`config.mk`:
```
export PLATFORM = sky130hd
export DESIGN_NAME = fetch_stage_flat
export DESIGN_NICKNAME = d
export VERILOG_FILES = /design/src/rtl/fetch_stage_if.sv /design/src/rtl/fetch_stage.sv /design/src/flat_wrapper.sv
export SDC_FILE = /design/constraint.sdc
export NUM_CORES = 1
export LEC_CHECK = 0
export CORE_AREA = 2 2 139 141
export CTS_CLUSTER_SIZE = 14
export DETAILED_ROUTE_END_ITERATION = 7
export DIE_AREA = 0 0 141 143
export GPL_ROUTABILITY_DRIVEN = 0
export PLACE_DENSITY_LB_ADDON = 0.15
export SLEW_MARGIN = 15
export SYNTH_ARGS = -nofsm -noshare
export SYNTH_HDL_FRONTEND = slang
export SYNTH_SLANG_ARGS = --single-unit
```
`constraint.sdc`:
```
create_clock -name CLK -period 3.3 [get_ports CLK]
set_clock_uncertainty 0.15 [all_clocks]
set_input_delay 0.33 -clock CLK [delete_from_list [all_inputs] [get_ports CLK]]
set_output_delay 0.33 -clock CLK [all_outputs]
set_load 0.02 [all_outputs]
```
`src/rtl/fetch_stage_if.sv`:
```
// Bus bundle for fetch_stage: instruction-memory read port, decode
// handshake and execute/decode control inputs (redirect, halt).
interface fetch_stage_if;
    logic        imem_ren;
    logic [31:0] imem_addr;
    logic        imem_ready;
    logic [31:0] imem_rdata;

    logic        fetch_valid;
    logic        fetch_ready;
    logic [31:0] instr;
    logic [31:0] pc;
    logic [31:0] pc_plus4;

    logic        redirect;
    logic [31:0] redirect_pc;
    logic        halt;

    modport master (
        output imem_ren, imem_addr, fetch_valid, instr, pc, pc_plus4,
        input  imem_ready, imem_rdata, fetch_ready, redirect, redirect_pc, halt
    );

    modport slave (
        input  imem_ren, imem_addr, fetch_valid, instr, pc, pc_plus4,
        output imem_ready, imem_rdata, fetch_ready, redirect, redirect_pc, halt
    );
endinterface

```
`src/rtl/fetch_stage.sv`:
```
// Instruction fetch stage: owns the PC, one outstanding imem read, 2-entry
// {pc, instr} queue to decode. Define FETCH_PERF_EN for perf counters.
module fetch_stage #(
    parameter logic [31:0] RESET_PC = 32'h0000_0000
) (
    input  logic          CLK,
    input  logic          RST,
    fetch_stage_if.master bus
`ifdef FETCH_PERF_EN
    ,
    output logic [31:0]   perf_fetched,
    output logic [31:0]   perf_stall
`endif
);

    typedef enum logic [1:0] {
        ST_RUN,
        ST_DRAIN,
        ST_HALTED
    } state_t;

    state_t      state_reg, state_next;
    logic [31:0] fetch_pc_reg, fetch_pc_next;
    logic [31:0] drain_addr_reg, drain_addr_next;
    logic [1:0]  count_reg, count_next;

    // Shift queue: entry 0 is always the head, so the decode outputs are
    // straight register reads.
    logic [31:0] q_pc_reg    [2];
    logic [31:0] q_pc_next   [2];
    logic [31:0] q_instr_reg [2];
    logic [31:0] q_instr_next[2];

    logic ren_int;
    logic pending;
    logic pop;
    logic push;
    logic take_redirect;
    logic take_halt;

    always_comb begin
        ren_int = 1'b0;
        case (state_reg)
            ST_RUN:   ren_int = (count_reg < 2'd2);
            ST_DRAIN: ren_int = 1'b1;
            default:  ren_int = 1'b0;
        endcase
    end

    assign bus.imem_ren    = ren_int & ~RST;
    assign bus.imem_addr   = (state_reg == ST_DRAIN) ? drain_addr_reg : fetch_pc_reg;
    assign bus.fetch_valid = (count_reg != 2'd0);
    assign bus.instr       = q_instr_reg[0];
    assign bus.pc          = q_pc_reg[0];
    assign bus.pc_plus4    = q_pc_reg[0] + 32'd4;

    assign pop           = bus.fetch_valid & bus.fetch_ready;
    assign pending       = ren_int & ~bus.imem_ready;
    assign take_redirect = bus.redirect & (state_reg != ST_HALTED);
    // A same-cycle redirect comes from an older instruction and wins over halt.
    assign take_halt     = bus.halt & pop & (state_reg == ST_RUN) & ~bus.redirect;
    assign push          = (state_reg == ST_RUN) & ren_int & bus.imem_ready
                           & ~bus.redirect & ~take_halt;

    always_comb begin
        state_next      = state_reg;
        fetch_pc_next   = fetch_pc_reg;
        drain_addr_next = drain_addr_reg;
        count_next      = count_reg;
        q_pc_next       = q_pc_reg;
        q_instr_next    = q_instr_reg;

        if (take_redirect) begin
            count_next    = 2'd0;
            fetch_pc_next = {bus.redirect_pc[31:2], 2'b00};
            if (pending) begin
                // The in-flight read cannot be withdrawn; wait it out and drop it.
                state_next      = ST_DRAIN;
                drain_addr_next = bus.imem_addr;
            end else begin
                state_next = ST_RUN;
            end
        end else if (state_reg == ST_DRAIN) begin
            if (bus.imem_ready) begin
                state_next = ST_RUN;
            end
        end else if (take_halt) begin
            count_next = 2'd0;
            state_next = ST_HALTED;
        end else if (state_reg == ST_RUN) begin
            if (push) begin
                fetch_pc_next = fetch_pc_reg + 32'd4;
            end
            case ({push, pop})
                2'b11: begin
                    // Push implies count < 2 and pop implies count > 0: count is 1.
                    q_pc_next[0]    = fetch_pc_reg;
                    q_instr_next[0] = bus.imem_rdata;
                end
                2'b01: begin
                    q_pc_next[0]    = q_pc_reg[1];
                    q_instr_next[0] = q_instr_reg[1];
                    count_next      = count_reg - 2'd1;
                end
                2'b10: begin
                    if (count_reg == 2'd0) begin
                        q_pc_next[0]    = fetch_pc_reg;
                        q_instr_next[0] = bus.imem_rdata;
                    end else begin
                        q_pc_next[1]    = fetch_pc_reg;
                        q_instr_next[1] = bus.imem_rdata;
                    end
                    count_next = count_reg + 2'd1;
                end
                default: ;
            endcase
        end
    end

    always_ff @(posedge CLK) begin
        if (RST) begin
            state_reg      <= ST_RUN;
            fetch_pc_reg   <= RESET_PC;
            drain_addr_reg <= RESET_PC;
            count_reg      <= 2'd0;
        end else begin
            state_reg      <= state_next;
            fetch_pc_reg   <= fetch_pc_next;
            drain_addr_reg <= drain_addr_next;
            count_reg      <= count_next;
        end
    end

    generate
        for (genvar gi = 0; gi < 2; gi++) begin : g_entry
            always_ff @(posedge CLK) begin
                if (RST) begin
                    q_pc_reg[gi]    <= '0;
                    q_instr_reg[gi] <= '0;
                end else begin
                    q_pc_reg[gi]    <= q_pc_next[gi];
                    q_instr_reg[gi] <= q_instr_next[gi];
                end
            end
        end
    endgenerate

`ifdef FETCH_PERF_EN
    logic [31:0] perf_fetched_reg;
    logic [31:0] perf_stall_reg;

    always_ff @(posedge CLK) begin
        if (RST) begin
            perf_fetched_reg <= '0;
            perf_stall_reg   <= '0;
        end else begin
            if (pop) begin
                perf_fetched_reg <= perf_fetched_reg + 32'd1;
            end
            if (bus.fetch_valid && !bus.fetch_ready) begin
                perf_stall_reg <= perf_stall_reg + 32'd1;
            end
        end
    end

    assign perf_fetched = perf_fetched_reg;
    assign perf_stall   = perf_stall_reg;
`endif

endmodule
```
`src/flat_wrapper.sv`:
```
// flat-port wrapper written by rule: the top's interface ports become plain ports
module fetch_stage_flat 
#(
    parameter logic [31:0] RESET_PC = 32'h0000_0000
)
  (CLK, RST, bus_imem_ren, bus_imem_addr, bus_fetch_valid, bus_instr, bus_pc, bus_pc_plus4, bus_imem_ready, bus_imem_rdata, bus_fetch_ready, bus_redirect, bus_redirect_pc, bus_halt);
  fetch_stage_if bus_i ();
  input  logic CLK;
  input  logic RST;
  output wire logic [$bits(bus_i.imem_ren)-1:0] bus_imem_ren;
  output wire logic [$bits(bus_i.imem_addr)-1:0] bus_imem_addr;
  output wire logic [$bits(bus_i.fetch_valid)-1:0] bus_fetch_valid;
  output wire logic [$bits(bus_i.instr)-1:0] bus_instr;
  output wire logic [$bits(bus_i.pc)-1:0] bus_pc;
  output wire logic [$bits(bus_i.pc_plus4)-1:0] bus_pc_plus4;
  input wire logic [$bits(bus_i.imem_ready)-1:0] bus_imem_ready;
  input wire logic [$bits(bus_i.imem_rdata)-1:0] bus_imem_rdata;
  input wire logic [$bits(bus_i.fetch_ready)-1:0] bus_fetch_ready;
  input wire logic [$bits(bus_i.redirect)-1:0] bus_redirect;
  input wire logic [$bits(bus_i.redirect_pc)-1:0] bus_redirect_pc;
  input wire logic [$bits(bus_i.halt)-1:0] bus_halt;
  assign bus_imem_ren = bus_i.imem_ren;
  assign bus_imem_addr = bus_i.imem_addr;
  assign bus_fetch_valid = bus_i.fetch_valid;
  assign bus_instr = bus_i.instr;
  assign bus_pc = bus_i.pc;
  assign bus_pc_plus4 = bus_i.pc_plus4;
  assign bus_i.imem_ready = bus_imem_ready;
  assign bus_i.imem_rdata = bus_imem_rdata;
  assign bus_i.fetch_ready = bus_fetch_ready;
  assign bus_i.redirect = bus_redirect;
  assign bus_i.redirect_pc = bus_redirect_pc;
  assign bus_i.halt = bus_halt;
  fetch_stage #(.RESET_PC(RESET_PC)) u_core (.CLK(CLK), .RST(RST), .bus(bus_i));
endmodule
```
# Word-level counts from Yosys, hierarchy flattened
# Cells that the tools add are included.
# word_totals
output_inout_bits,130
ff_bits,196
elab_cells,77
inputBits,70
# classes
order_cmp,1
add_sub_neg,4
mux,19
n_bitwise,18
eq_ne,9
reduce_logical,17
# ops
op,n
$mux W32,8
$pmux W32 S3,2
$add A32 B3 Y32 const B,2
$mux W2,6
$reduce_and A6 Y1,2
$and A1 B1 Y1,11
$reduce_bool A3 Y1,3
$reduce_and A4 Y1,2
$reduce_bool A2 Y1,4
$not A1 Y1,7
$ne A2 B1 Y1 const B,3
$eq A2 B1 Y1 const B,2
$eq A2 B2 Y1 const B,2
$logic_not A2 Y1,2
$pmux W2 S2,1
$reduce_and A2 Y1,2
$ne A3 B2 Y1 const B,1
$reduce_and A3 Y1,1
$add A2 B1 Y2 const B,1
$lt A2 B2 Y1 const B,1
$ne A2 B2 Y1 const B,1
$pmux W1 S2,1
$reduce_or A2 Y1,1
$sub A2 B1 Y2 const B,1
$mux W1,1

# Logic depth before layout (Yosys ltp)
# Gate-level depths: netlist of run 1.
# depth
ltp_word,12
ltp_mapped,12
mapped_depth_nobuf,9

# Least setup slack after synthesis of run 1
# No wires, ideal clock.
# synth_timing
path_kind,reg-to-reg
start,register u_core.state_reg[1]
end,register u_core.q_pc_reg[11] (netlist bit)
setup_time_ns,0.070
path_stages_with_launch,13
arrival_ns,2.535
required_ns,3.080
path_buffers,5
slack_ns,0.545
synth_period_minus_slack_ns,2.755
cell_sequence,dfxtp_1 buf_6 or3_4 a311o_1 buf_6 clkinv_4 buf_2 ha_1 and4_1 clkbuf_1 clkbuf_1 nand2_1 a21oi_1
# synth_via
elab_chain_cells,8
word_cells_on_any_way,16
classes_between,3 x eq/ne; 1 x mux; 10 x bitwise; 2 x reduce/logical
# synth_lines
element,line,rtl
start: declaration,fetch_stage.sv:22,"state_t state_reg, state_next;"
start signal: assignment,fetch_stage.sv:127,state_reg <= state_next;
$eq A2 B1 Y1 / $logic_not A2 Y1 (equally long branches),-,
$pmux W1 S2,fetch_stage.sv:43,case (state_reg)
$and A1 B1 Y1 (2 in series),fetch_stage.sv:62,assign push = (state_reg == ST_RUN) & ren_int & bus.imem_ready
$and A1 B1 Y1 (2 in series),fetch_stage.sv:63,& ~bus.redirect & ~take_halt;
$eq A2 B2 Y1,fetch_stage.sv:94,"case ({push, pop})"
$reduce_and A6 Y1 (no source line) *,-,
end signal: indexed assignment,fetch_stage.sv:141,q_pc_reg[gi] <= q_pc_next[gi];
end: declaration,fetch_stage.sv:29,logic [31:0] q_pc_reg [2];
# Mark *: on every way between the ends. The rest lies on a longest branch, timed or not.
# A chain may end at the register's enable or synchronous reset.

# Worst setup path in the final report of run 1
# layout_timing
start,register u_core.q_pc_reg (netlist bit u_core.bus.pc[12])
end,output port bus_pc_plus4[19]
# layout_via
elab_chain_cells,1
# layout_lines
element,line,rtl
$add A32 B3 Y32,fetch_stage.sv:55,assign bus.pc_plus4 = q_pc_reg[0] + 32'd4;
end: declaration,flat_wrapper.sv:15,output wire logic [$bits(bus_i.pc_plus4)-1:0] bus_pc_plus4;
# No other way between the ends.

==> impl_metrics.json, run 1 <==
{
  "status": "finished clean",
  "rr_worst_depth": 6,
  "grt-ovfl-total": 0,
  "synth.area.top_cells": "dfxtp_1 (41%), mux2i_1 (10%), nand2_1 (6.8%)",
  "holdPathEnd": "u_core.drain_addr_reg[21]$_SDFFE_PP0P_",
  "synth_flop_cell": "dfxtp_1",
  "dr.pass1.iters": 5,
  "synth_xor_area_frac": 0.0319,
  "critical_path_buf_inv_count": 2,
  "clock-sinks": 190,
  "cts-resized-gates": 5,
  "cts_root_buffer": "clkbuf_16",
  "crit_fanout": 6,
  "viasPerCell": 5.52,
  "slowest_stage": "clkdlybuf4s50_1",
  "avgSynthCellArea_um2": 8.42,
  "cts-buffers-inserted": 17,
  "muxShareOfSynthArea": 0.139,
  "start_util": 0.503,
  "period_minus_slack_ps": 3110,
  "grt_usage": 0.225,
  "ys_ff_latch": 190,
  "vias": 8010,
  "syn-cell-area_um2": 9340,
  "synth_simple_gate_area_frac": 0.188,
  "fmax_mhz": 321,
  "synth_most_common_cell": "dfxtp_1",
  "syn_inst": 1110,
  "drt_iter0_drc": 567,
  "relSlewSlack": 0.193,
  "r2r_end": "u_core.fetch_pc_reg[10]$_SDFFE_PP0P_",
  "diodes": 0,
  "area_growth_pct": 25.0,
  "wl_um": 22800,
  "fin_total_pwr_uw": 5610,
  "yosys-top-cells-count": "dfxtp_1 (190), nand2_1 (168), nor2_1 (122)",
  "post_drt_wl_per_cell_um": 15.7,
  "dp_slack_ps": 284,
  "ios": 200,
  "final_hold_viol_count": 0,
  "placed_cells": 1420,
  "critPathMaxStageDelay_ps": 620,
  "crit_required_ps": 2820,
  "dieArea_um2": 20200,
  "seqPwrFrac": 0.451,
  "seq_area_frac_synth": 0.407,
  "grt_pass1_vias": 7133,
  "combPwrFrac": 0.180,
  "synth_compound_area_frac": 0.135,
  "stdcell_area_um2": 11700,
  "holdBufCountCts": 0,
  "maxCapViolCount": 0,
  "antenna_found_initial": 0,
  "grt_max_degree": 80,
  "rows": 50,
  "fin_crit_sh": 0.944,
  "p_int_uw": 3970,
  "hold_path_startpoint": "RST",
  "fin_ws_ps": 186,
  "grt_pass1_wl_um": 36800,
  "yosysUniqueCellTypes": 49,
  "cpMostUsedCell": "and3_1",
  "path_clk_slew_ps": 80,
  "clk_latency_ps": 430,
  "setup_viol": 0,
  "postCtsSetupRepairBufs": 0,
  "io_buffers": 193,
  "worstSetupPathType": "reg2out",
  "die_w_um": 141,
  "tightestPinTransition_ps": 1200,
  "drive_gt1_frac": 0.0846,
  "p_per_area_nw_per_um2": 480,
  "dp_hpwl_um": 15700,
  "synth_top_family_by_area": "simple AND/OR/NAND/NOR gates",
  "start_kind": "flop",
  "finalNonFillerCells": 1452,
  "drtAntennaViolNets": 0,
  "die_h_um": 143,
  "yosys.area.top_type": "dfxtp_1",
  "worst_hold_slack_ps": 142,
  "cp-end-kind": "output port",
  "regToRegSetupSlack_ps": 660,
  "async_flop_share": 0,
  "nets": 1279,
  "yosysTopAreaCellShare": 0.407,
  "hold_class": "in2reg",
  "coreArea_um2": 18600,
  "p_sw_uw": 1640,
  "yosys_warnings": 0,
  "cts_tree": "yes",
  "finalMaxSlewViolations": 0,
  "hold_depth": 2,
  "drcViolationCount": 0,
  "htree_levels": 4,
  "placed_cell_area_um2": 11100,
  "r2r_start": "u_core.state_reg[1]$_SDFFE_PP0P_",
  "fill_cells": 1656,
  "peakVddDrop_mv": 0.362,
  "sw_frac_of_total": 0.292,
  "power_frac_clock": 0.369,
  "path_cells": "and3_1, nand3_1, nor4_1, buf_4, and3_1, xor2_1, clkdlybuf4s50_1",
  "clk_path_buf_depth": 2,
  "cp_top_family": "buffers and inverters",
  "synth_enable_flop_cells": 0,
  "leakage_uw": 0.00408,
  "synthAdderAreaFrac": 0.00536,
  "cp_data_arrival_time_ps": 2630
}
==> layout by cell type, fill, tap and decap left out, types with 5 or more instances in the layout <==
| cell type | n |
|---|---|
| a211oi_1 | 64 |
| a21oi_1 | 81 |
| a31oi_1 | 15 |
| and2_1 | 9 |
| and3_1 | 19 |
| buf_12 | 7 |
| buf_4 | 19 |
| clkbuf_16 | 17 |
| clkdlybuf4s50_1 | 185 |
| dfxtp_1 | 190 |
| dlygate4sd2_1 | 5 |
| inv_1 | 11 |
| inv_6 | 7 |
| mux2_2 | 33 |
| mux2i_1 | 93 |
| nand2_1 | 168 |
| nand3_1 | 23 |
| nand4_1 | 16 |
| nor2_1 | 122 |
| nor3_1 | 8 |
| nor4_1 | 7 |
| o211ai_1 | 5 |
| o21ai_0 | 11 |
| or3_1 | 6 |
| xnor2_1 | 20 |
| xor2_1 | 14 |
==> worst register-to-register path, stage by stage, from the launching register on <==
cell     delay, ps
dfxtp_1        530
inv_1          170
o21ai_1        960
buf_4          320
nand2_1         60
mux2_2         270
a21oi_1        130
==> per-layer routing <==
metal / GRT usage / wire (um) / up-vias
met3: 0.0416 / 1400 / 21
met1: 0.325 / 11200 / 3705
met2: 0.343 / 10000 / 275
li1: - / - / 4009
met4: 0.0642 / 258 / 0
met5: 0 / 0 / -
==> kinds of logic after synthesis <==
family | Yosys count
and+or+nand+nor | 397
adders and majority gates | 4
xor gates and xnor gates | 34
DFF | 190
other | 1
AOI/OAI and AO/OA | 200
muxes | 126
buffers and inverters | 158
==> power by group through the flow <==
stage	Combinational, uW	Sequential [uW]	Clock [uW]
3_3_place_gp	1010	2570	0
2_1_floorplan	679	2530	0
6_report	1010	2530	2070
5_1_grt	1080	2550	2200
4_1_cts	1010	2530	2110
3_5_place_dp	1010	2580	0
==> how the worst max path moves through the flow <==
stage	startpoint	endpoint	slack, ps	depth (start not counted)
2_1_floorplan	u_core.state_reg[1]$_SDFFE_PP0P_	u_core.q_pc_reg[11]$_SDFFE_PP0P_	540	12
3_3_place_gp	bus_redirect	u_core.fetch_pc_reg[10]$_SDFFE_PP0P_	330	7
3_5_place_dp	bus_redirect	u_core.q_pc_reg[15]$_SDFFE_PP0P_	280	9
4_1_cts	u_core.bus.pc[2]$_SDFFE_PP0P_	bus_pc_plus4[24]	10	8
5_1_grt	u_core.bus.pc[4]$_SDFFE_PP0P_	bus_pc_plus4[27]	-50	6
6_report	u_core.bus.pc[12]$_SDFFE_PP0P_	bus_pc_plus4[19]	190	7
==> metrics by stage <==
stage	setup TNS, ps	utilization
floorplan	0	-
global placement	0	0.596
detailed placement	0	0.596
CTS	0	0.628
global route	-122	0.628
finish	0	0.628
==> final cells by class <==
type / count / area, um^2 / share of cell area
multi-input cells: 765 / 4720 / 0.405
flip-flops and latches: 190 / 3800 / 0.326
repair buffers: 219 / 2210 / 0.190
clock buffers: 17 / 425 / 0.0364
well taps: 234 / 293 / 0.0251
clock inverters: 15 / 166 / 0.0143
inverters: 12 / 50.0 / 0.00429
No activity file was read; power rests on OpenSTA's default activity.
==> run 2: changes to the inputs <==
Settings changed: MAX_ROUTING_LAYER set to met4, SKIP_CTS_REPAIR_TIMING set to 1.
==> impl_metrics.json, run 2 (same netlist as run 1, synthesis figures left out) <==
{
  "grt-ovfl-total": 0,
  "critPathMaxStageDelay_ps": 620,
  "setup_viol": 0,
  "crit_fanout": 6,
  "hold_depth": 2,
  "vias": 7938,
  "diodes": 0,
  "grt_usage": 0.231,
  "die_h_um": 143,
  "finalNonFillerCells": 1452,
  "clk_path_buf_depth": 2,
  "slowest_stage": "clkdlybuf4s50_1",
  "fin_ws_ps": 193,
  "worst_hold_slack_ps": 146,
  "final_cell_mix": "dfxtp_1 (190), clkdlybuf4s50_1 (185), nand2_1 (168)",
  "cpMostUsedCell": "and3_1",
  "post_drt_wl_per_cell_um": 15.7,
  "antenna_found_initial": 0,
  "hold_class": "in2reg",
  "area_growth_pct": 25.2,
  "period_minus_slack_ps": 3110,
  "r2r_end": "u_core.q_pc_reg[31]$_SDFFE_PP0P_",
  "dieArea_um2": 20200,
  "regToRegSetupSlack_ps": 660,
  "grt_pass1_wl_um": 36800,
  "rows": 50,
  "start_util": 0.503,
  "worstSetupPathType": "reg2out",
  "grt_max_degree": 80,
  "p_per_area_nw_per_um2": 480,
  "fin_tns_setup_ps": 0,
  "maxCapViolCount": 0,
  "clock-sinks": 190,
  "start_kind": "flop",
  "cp-end-kind": "output port",
  "fin_crit_sh": 0.941,
  "holdPathEnd": "u_core.drain_addr_reg[21]$_SDFFE_PP0P_",
  "cts_tree": "yes",
  "wl_um": 22800,
  "drt_iter0_drc": 591,
  "placed_cells": 1420,
  "drive_gt1_frac": 0.0846,
  "drcViolationCount": 0,
  "hold_path_startpoint": "RST",
  "r2r_start": "u_core.state_reg[1]$_SDFFE_PP0P_",
  "dr.pass1.iters": 5,
  "coreArea_um2": 18600,
  "tightestPinTransition_ps": 1160,
  "ios": 200,
  "path_cells": "and3_1, nand3_1, nor4_1, buf_4, and3_1, xor2_1, clkdlybuf4s50_1",
  "finalMaxSlewViolations": 0,
  "drtAntennaViolNets": 0,
  "io_buffers": 193,
  "final_hold_viol_count": 0,
  "htree_levels": 4,
  "stdcell_area_um2": 11700,
  "cts_root_buffer": "clkbuf_16",
  "fill_cells": 1652,
  "status": "finished clean",
  "fmax_mhz": 322,
  "dp_slack_ps": 284,
  "die_w_um": 141,
  "relSlewSlack": 0.223,
  "crit_required_ps": 2820,
  "cp_data_arrival_time_ps": 2630,
  "viasPerCell": 5.47,
  "cts-buffers-inserted": 17,
  "clk_latency_ps": 430,
  "final_common_cell": "dfxtp_1",
  "leakage_uw": 0.00414,
  "placed_cell_area_um2": 11100,
  "rr_worst_depth": 8,
  "nets": 1279,
  "path_clk_slew_ps": 70,
  "grt_pass1_vias": 7108,
  "peakVddDrop_mv": 0.361,
  "dp_hpwl_um": 15700
}
run 2: cell count changes in the layout (fill, tap and decap cells not counted):
| cell | previous run | this run |
|---|---|---|
| dlygate4sd2_1 | 5 | 0 |
| dlymetal6s2s_1 | 2 | 7 |
run 2: routing by layer:
metal  up-vias  track usage  share of wire
li1       4008            -              -
met3        18       0.0369          0.053
met4         0       0.0637          0.012
met1      3675        0.328           0.50
met5         -            -              0
met2       237        0.342           0.44
run 2: power by group:
group	switching [uW]	internal (uW)	leakage [uW]
sequential	129	2400	0.00155
clock	986	1090	0.000294
combinational	523	488	0.00230
total	1640	3970	0.00414
run 2: critical path: cells and delay by family (launching register included):
kind / cells / cell delay [ps]
buffers and inverters: 2 / 840
xor gates and xnor gates: 1 / 140
and+or+nand+nor: 4 / 770
DFF: 1 / 440
run 2: how the worst max path moves through the flow:
stage                                                 from                                    to  slack (ps)  cells after the start
final                       u_core.bus.pc[12]$_SDFFE_PP0P_                      bus_pc_plus4[19]         190                      7
after floorplan           u_core.state_reg[1]$_SDFFE_PP0P_      u_core.q_pc_reg[11]$_SDFFE_PP0P_         540                     12
after global routing         u_core.bus.pc[4]$_SDFFE_PP0P_                      bus_pc_plus4[27]         -50                      6
after global placement                        bus_redirect  u_core.fetch_pc_reg[10]$_SDFFE_PP0P_         330                      7
after detailed placement                      bus_redirect      u_core.q_pc_reg[15]$_SDFFE_PP0P_         280                      9
after CTS                    u_core.bus.pc[2]$_SDFFE_PP0P_                      bus_pc_plus4[20]         -60                      8
run 2: layout make-up:
class,count,area [um^2],area share
Multi-Input combinational cell,765,4720,0.404
Sequential cell,190,3800,0.325
Timing Repair Buffer,219,2230,0.191
Clock buffer,17,425,0.0364
Tap cell,234,293,0.0250
Clock inverter,15,166,0.0142
Inverter,12,50.0,0.00428
run 2: through the flow:
stage / power [uW] / utilization
after detailed placement: 3590 / 0.596
after global placement: 3580 / 0.596
after CTS: 5650 / 0.628
after global routing: 5830 / 0.629
after floorplan: 3210 / -
final: 5610 / 0.629
==> run 3: changes to the inputs <==
Settings changed: SKIP_CTS_REPAIR_TIMING 1 to not set.
==> impl_metrics.json, run 3 (same netlist as run 1, synthesis figures left out) <==
{
  "placed_cells": 1420,
  "grt_pass1_wl_um": 36800,
  "final_common_cell": "dfxtp_1",
  "clk_path_buf_depth": 2,
  "clk_latency_ps": 430,
  "die_h_um": 143,
  "fmax_mhz": 322,
  "htree_levels": 4,
  "diodes": 0,
  "drtAntennaViolNets": 0,
  "crit_fanout": 6,
  "setup_viol": 0,
  "dr.pass1.iters": 6,
  "leakage_uw": 0.00408,
  "viasPerCell": 5.50,
  "grt-ovfl-total": 0,
  "hold_class": "in2reg",
  "cp-end-kind": "output port",
  "io_buffers": 193,
  "dp_hpwl_um": 15700,
  "cp_data_arrival_time_ps": 2630,
  "coreArea_um2": 18600,
  "fill_cells": 1656,
  "grt_pass1_vias": 7108,
  "ios": 200,
  "clock-sinks": 190,
  "peakVddDrop_mv": 0.360,
  "final_hold_viol_count": 0,
  "status": "finished clean",
  "die_w_um": 141,
  "vias": 7985,
  "maxCapViolCount": 0,
  "crit_required_ps": 2820,
  "finalMaxSlewViolations": 0,
  "period_minus_slack_ps": 3110,
  "grt_usage": 0.231,
  "finalNonFillerCells": 1452,
  "antenna_found_initial": 0,
  "area_growth_pct": 25.0,
  "p_per_area_nw_per_um2": 480,
  "drcViolationCount": 0,
  "wl_um": 22800,
  "postCtsSetupRepairBufs": 0,
  "worst_hold_slack_ps": 149,
  "drive_gt1_frac": 0.0846,
  "drt_iter0_drc": 585,
  "fin_crit_sh": 0.942,
  "path_clk_slew_ps": 80,
  "post_drt_wl_per_cell_um": 15.7,
  "rows": 50,
  "multi_input_area_um2": 4720,
  "cts_root_buffer": "clkbuf_16",
  "cts_tree": "yes",
  "final_cell_mix": "dfxtp_1 (190), clkdlybuf4s50_1 (185), nand2_1 (168)",
  "relSlewSlack": 0.229,
  "cts-buffers-inserted": 17,
  "grt_max_degree": 80,
  "tightestPinTransition_ps": 1150,
  "worstSetupPathType": "reg2out",
  "start_util": 0.503,
  "start_kind": "flop",
  "dieArea_um2": 20200,
  "nets": 1279,
  "seqCellArea_um2": 3800
}
==> run 3: metal layers <==
layer  track usage  part of all wire  up-vias
li1              -                 -     4002
met4        0.0637             0.012        0
met3        0.0369             0.056       21
met2         0.342              0.44      258
met5             -                 0        -
met1         0.328              0.49     3704
==> run 3: where the power goes <==
group | internal (uW) | switching, uW
Combinational | 485 | 522
Sequential | 2400 | 129
Clock | 1090 | 987
==> run 3: final cells by class <==
cell class / count / area share
Multi-Input combinational cell: 765 / 0.405
Inverter: 12 / 0.00429
Clock inverter: 15 / 0.0143
Clock buffer: 17 / 0.0364
Timing Repair Buffer: 219 / 0.190
Sequential cell: 190 / 0.326
Tap cell: 234 / 0.0251
==> run 3: timing repair <==
action | CTS | global route
setup endpoints to repair | 5 | 3
hold buffers | 0 | 0
resized for setup | 5 | 4
==> run 3: stage by stage <==
step / setup TNS, ps / utilization / worst slack [ps] / area, um^2 / total power, uW
after floorplan: 0 / - / 545 / 9350 / 3210
final: 0 / 0.628 / 191 / 11700 / 5610
after global placement: 0 / 0.596 / 334 / 11100 / 3580
after global routing: -121 / 0.628 / -51.7 / 11700 / 5830
after CTS: 0 / 0.628 / 10.0 / 11700 / 5650
after detailed placement: 0 / 0.596 / 284 / 11100 / 3590
==> run 3: final timing paths <==
path	slack, ps	start	to	cells past startpoint
hold reg to reg	300	u_core.q_pc_reg[19]$_SDFFE_PP0P_	u_core.q_pc_reg[19]$_SDFFE_PP0P_	2
setup / recovery	190	u_core.bus.pc[12]$_SDFFE_PP0P_	bus_pc_plus4[19]	7
setup reg to reg	680	u_core.state_reg[1]$_SDFFE_PP0P_	u_core.q_pc_reg[5]$_SDFFE_PP0P_	8
hold / removal	150	RST	u_core.drain_addr_reg[21]$_SDFFE_PP0P_	2
==> run 3: critical path: stages (launching register included) <==
cell	delay, ps
dfxtp_1	440
and3_1	260
nand3_1	110
nor4_1	230
buf_4	220
and3_1	170
xor2_1	140
clkdlybuf4s50_1	620
